`src/rtl/mix_column_seq.sv`:
```
// mix_column_seq: forward AES MixColumns over a valid/ready handshake,
// computing COLS_PER_CYCLE columns of the captured state per clock.
module mix_column_seq #(
    parameter int COLS_PER_CYCLE = 1
) (
    input  logic         clk,
    input  logic         rst_n,
    input  logic         in_valid,
    output logic         in_ready,
    input  logic [127:0] in_data,
    output logic         out_valid,
    input  logic         out_ready,
    output logic [127:0] out_data,
    output logic         busy
);

    if (COLS_PER_CYCLE != 1 && COLS_PER_CYCLE != 2 && COLS_PER_CYCLE != 4) begin : g_bad_cols
        $fatal(1, "mix_column_seq: COLS_PER_CYCLE must be 1, 2 or 4");
    end

    localparam logic [1:0] LAST = 2'(4 - COLS_PER_CYCLE);
    localparam logic [1:0] STEP = 2'(COLS_PER_CYCLE);

    typedef enum logic [1:0] {IDLE, BUSY, DONE} state_t;

    state_t                             r_state;
    state_t                             w_next;
    logic [1:0]                         r_col_cnt;
    logic [127:0]                       r_in;
    logic [127:0]                       r_out;
    logic [COLS_PER_CYCLE-1:0][1:0]     w_idx;
    logic [COLS_PER_CYCLE-1:0][31:0]    w_col_in;
    logic [COLS_PER_CYCLE-1:0][31:0]    w_col_out;

    function automatic logic [7:0] xt(input logic [7:0] b);
        return {b[6:0], 1'b0} ^ (b[7] ? 8'h1b : 8'h00);
    endfunction

    // Column packed as {row0, row1, row2, row3}
    function automatic logic [31:0] mix_col(input logic [31:0] c);
        logic [7:0] a0, a1, a2, a3;
        {a0, a1, a2, a3} = c;
        return {xt(a0) ^ xt(a1) ^ a1 ^ a2 ^ a3,
                a0 ^ xt(a1) ^ xt(a2) ^ a2 ^ a3,
                a0 ^ a1 ^ xt(a2) ^ xt(a3) ^ a3,
                xt(a0) ^ a0 ^ a1 ^ a2 ^ xt(a3)};
    endfunction

    always_comb begin
        w_idx     = '0;
        w_col_in  = '0;
        w_col_out = '0;
        for (int j = 0; j < COLS_PER_CYCLE; j++) begin
            w_idx[j] = r_col_cnt + 2'(j);
            for (int r = 0; r < 4; r++)
                w_col_in[j][31-8*r -: 8] = r_in[127-8*(4*r+int'(w_idx[j])) -: 8];
            w_col_out[j] = mix_col(w_col_in[j]);
        end
    end

    always_ff @(posedge clk or negedge rst_n) begin
        if (!rst_n) r_state <= IDLE;
        else        r_state <= w_next;
    end

    always_comb begin
        w_next = r_state;
        case (r_state)
            IDLE:    if (in_valid) w_next = BUSY;
            BUSY:    if (r_col_cnt == LAST) w_next = DONE;
            DONE:    if (out_ready) w_next = IDLE;
            default: w_next = IDLE;
        endcase
    end

    always_ff @(posedge clk or negedge rst_n) begin
        if (!rst_n) begin
            r_col_cnt <= 2'd0;
            r_in      <= '0;
            r_out     <= '0;
        end else if (r_state == IDLE && in_valid) begin
            r_in      <= in_data;
            r_col_cnt <= 2'd0;
        end else if (r_state == BUSY) begin
            // The 2-bit counter returns to 0 exactly on the last step
            r_col_cnt <= r_col_cnt + STEP;
            for (int j = 0; j < COLS_PER_CYCLE; j++)
                for (int r = 0; r < 4; r++)
                    r_out[127-8*(4*r+int'(w_idx[j])) -: 8] <= w_col_out[j][31-8*r -: 8];
        end
    end

    assign in_ready  = (r_state == IDLE);
    assign out_valid = (r_state == DONE);
    assign busy      = (r_state == BUSY);
    assign out_data  = r_out;

endmodule
```
`config.mk`:
```
export PLATFORM = sky130hd
export DESIGN_NAME = mix_column_seq
export DESIGN_NICKNAME = d
export VERILOG_FILES = /design/src/rtl/mix_column_seq.sv
export SDC_FILE = /design/constraint.sdc
export NUM_CORES = 1
export LEC_CHECK = 0
export CAP_MARGIN = 20
export CORE_UTILIZATION = 55
export CTS_CLUSTER_DIAMETER = 40
export DETAILED_ROUTE_END_ITERATION = 7
export PLACE_DENSITY = 0.86
export SYNTH_ARGS = -nofsm -noshare
export SYNTH_HDL_FRONTEND = slang
export SYNTH_SLANG_ARGS = --single-unit
```
`constraint.sdc`:
```
create_clock -name clk -period 4.9 [get_ports clk]
set_input_delay 1.47 -clock clk [delete_from_list [all_inputs] [get_ports clk]]
set_output_delay 1.47 -clock clk [all_outputs]
set_load 0.005 [all_outputs]
```
==> flow_summary.ini <==
[status]
status = complete, no violations

[synthesis]
synth_cells = 829
synth_top_family_by_area = multiplexers
syn_area_per_cell_um2 = 13.98
synthMuxAreaShare = 0.1873
seq_area_frac_synth = 0.5616
synth-seq-cells = 260
synthAdderAreaFrac = 0.004320
synth_area_mm2 = 0.01159
async_reset_ff_frac = 1.000
yosysUniqueCellTypes = 32
yosys.area_share.xor_xnor = 0.1185
synth_edf_count = 0
synth_warnings = 0
dominantRegCellSynth = dfrtp_1
synth_compound_area_frac = 0.05799
yosys.area_share.simple = 0.04795
syn_nets = 965

[route]
via_count = 7936
drc = 0
viasPerCell = 5.718
routed_wl_mm = 30.78
drtPass1Iterations = 5
drt_iter0_drc = 372
wl_per_cell_um = 22.18
antenna_left = 0

[grt]
grt_pass1_wl_mm = 48.44
grt_max_degree = 111
grt.overflow.total = 0
antenna_found_initial = 0
grt_usage = 0.2980
grt_pass1_vias = 8402

[clocking]
clock_path_buffers = 3
ctsHoldBuffers = 0
cts_setup_buffers = 0
ctsResizeCount = 0
cts_made_buffers = 36
clock_sinks = 260
insertion_delay_ns = 0.51
path_clk_slew_ns = 0.06
cts_tree = done
cts-root-buf = clkbuf_16
htree_levels = 2

[critical_path]
slowest_stage = nor2b_1
critPathLaunchType = flip-flop
endpoint = busy
r2r_cells = 5
cp-end-kind = output pin
path_depth = 2
path_delay_family = simple AND/OR/NAND/NOR gates
r2r_start = r_col_cnt[0]$_DFFE_PN0P_
criticalPathCategory = reg2out
cp-startpoint = r_state[0]$_DFFE_PN0P_
crit_buf_inv = 1
critPathMaxFanout = 13
rrSetupSlack_ns = 1.65
r2r_end = out_data[61]$_DFFE_PN0P_
path_cells = nor2b_1 > clkdlybuf4s50_1
arrival_ns = 2.28
critPathRequiredTime_ns = 3.43
critPathMaxStageDelay_ns = 0.69

[hold_path]
worstHoldStart = out_data[89]$_DFFE_PN0P_
hold_path.class = reg2reg

[floorplanning]
die_area_mm2 = 0.02165
die_h_um = 147.1
coreArea_mm2 = 0.02043
fp.dieW_um = 147.1
ios = 263
rows = 52
start_util = 0.5671

[timing]
finalClockSkew_ns = 0.02385
whs_ns = 0.4838
rsz0062_at_grt = false
fin_tns_setup_ns = 0
period_needed_ns = 3.752
slew_headroom = 0.3474
slew_viol_final = 0
hold_viol = 0
setup_viol = 0
tightest_slew_ns = 0.9789
max_freq_mhz = 266.5
finalCritPeriodShare = 0.7657

[placement]
dp_hpwl_mm = 21.03
place_congestion = 0.8144
io_buffer_count = 262

[cells_and_area]
area_delta_synth_final_pct = 35.41
n_antenna_cell = 0
layout-drive-gt1-share = 0.2218
layout.nets = 1227

[job]
maxCapViolCount = 0
[worst min-delay path, delay by kind of cell (launching register included)]
family	cells	cell delay [ns]
DFF	1	0.34
AOI/OAI and AO/OA	1	0.06
and+or+nand+nor	1	0.05
[metal layers]
layer  wire length (µm)  track usage  vias up
li1                   -            -     3446
met1              11360       0.3716     4021
met2              15700       0.5017      403
met3               2822      0.08106       66
met4                909       0.1067        0
met5                  0            0        -
[registers in the layout (all words and copies together), names as in the netlist]
register   flops
out_data     128
r_col_cnt      2
r_in         128
r_state        2
[cell families after synthesis]
| group | after synthesis |
|---|---|
| and+or+nand+nor | 143 |
| DFF | 260 |
| AOI/OAI and AO/OA | 132 |
| adders and majority gates | 4 |
| buffers and inverters | 54 |
| muxes | 160 |
| xor gates and xnor gates | 76 |
[metrics by stage]
step                      std cells  worst slack, ns  cell area, µm²    util
after floorplan                 829            2.095           11590       -
after CTS                      1388            1.169           15690  0.7679
after detailed placement       1323            1.456           14460  0.7079
final                          1388            1.148           15690  0.7679
after global routing           1388            1.042           15690  0.7679
after global placement         1322            1.490           14440  0.7066
[cell usage after synthesis (all sizes together), types with 2 or more instances]
cell type,count,area share
xor3,7,0.014
o21ai,129,0.056
nor2,2,0.00065
clkbuf,37,0.012
inv,3,0.00097
xnor3,36,0.070
mux4,32,0.063
nand2,133,0.043
ha,4,0.0043
mux2,128,0.12
buf,14,0.0095
xor2,6,0.0045
nand4,4,0.0022
xnor2,27,0.029
dfrtp,260,0.56
[cell usage in the layout (no fill, tap or decap), types with 5 or more instances in the layout]
cell,instances
mux4_2,30
xnor3_1,35
clkbuf_8,5
o21ai_0,71
clkbuf_1,5
nand2_1,133
xnor2_2,9
xor2_1,6
xor3_1,7
xnor2_1,16
dfrtp_1,258
o21ai_1,57
buf_4,9
clkbuf_16,37
clkdlybuf4s50_1,261
mux2_2,128
[worst min path at each step]
stage | slack, ns | cells after the start | to
floorplan | 0.45 | 1 | r_state[0]$_DFFE_PN0P_
global placement | 0.46 | 2 | out_data[127]$_DFFE_PN0P_
detailed placement | 0.47 | 2 | out_data[40]$_DFFE_PN0P_
CTS | 0.49 | 2 | out_data[22]$_DFFE_PN0P_
global route | 0.50 | 2 | out_data[124]$_DFFE_PN0P_
finish | 0.48 | 2 | out_data[89]$_DFFE_PN0P_
[final cells by class]
class / count / area (µm²)
repair buffers: 275 / 2783
flip-flops and latches: 260 / 6509
fillers: 1230 / 4741
clock inverters: 18 / 212.7
multi-input cells: 515 / 4822
well taps: 270 / 337.8
clock buffers: 47 / 1013
inverters: 3 / 11.26
Power is not shown: default switching activity piles up to over one toggle a cycle in this logic, so the estimate is an artifact.
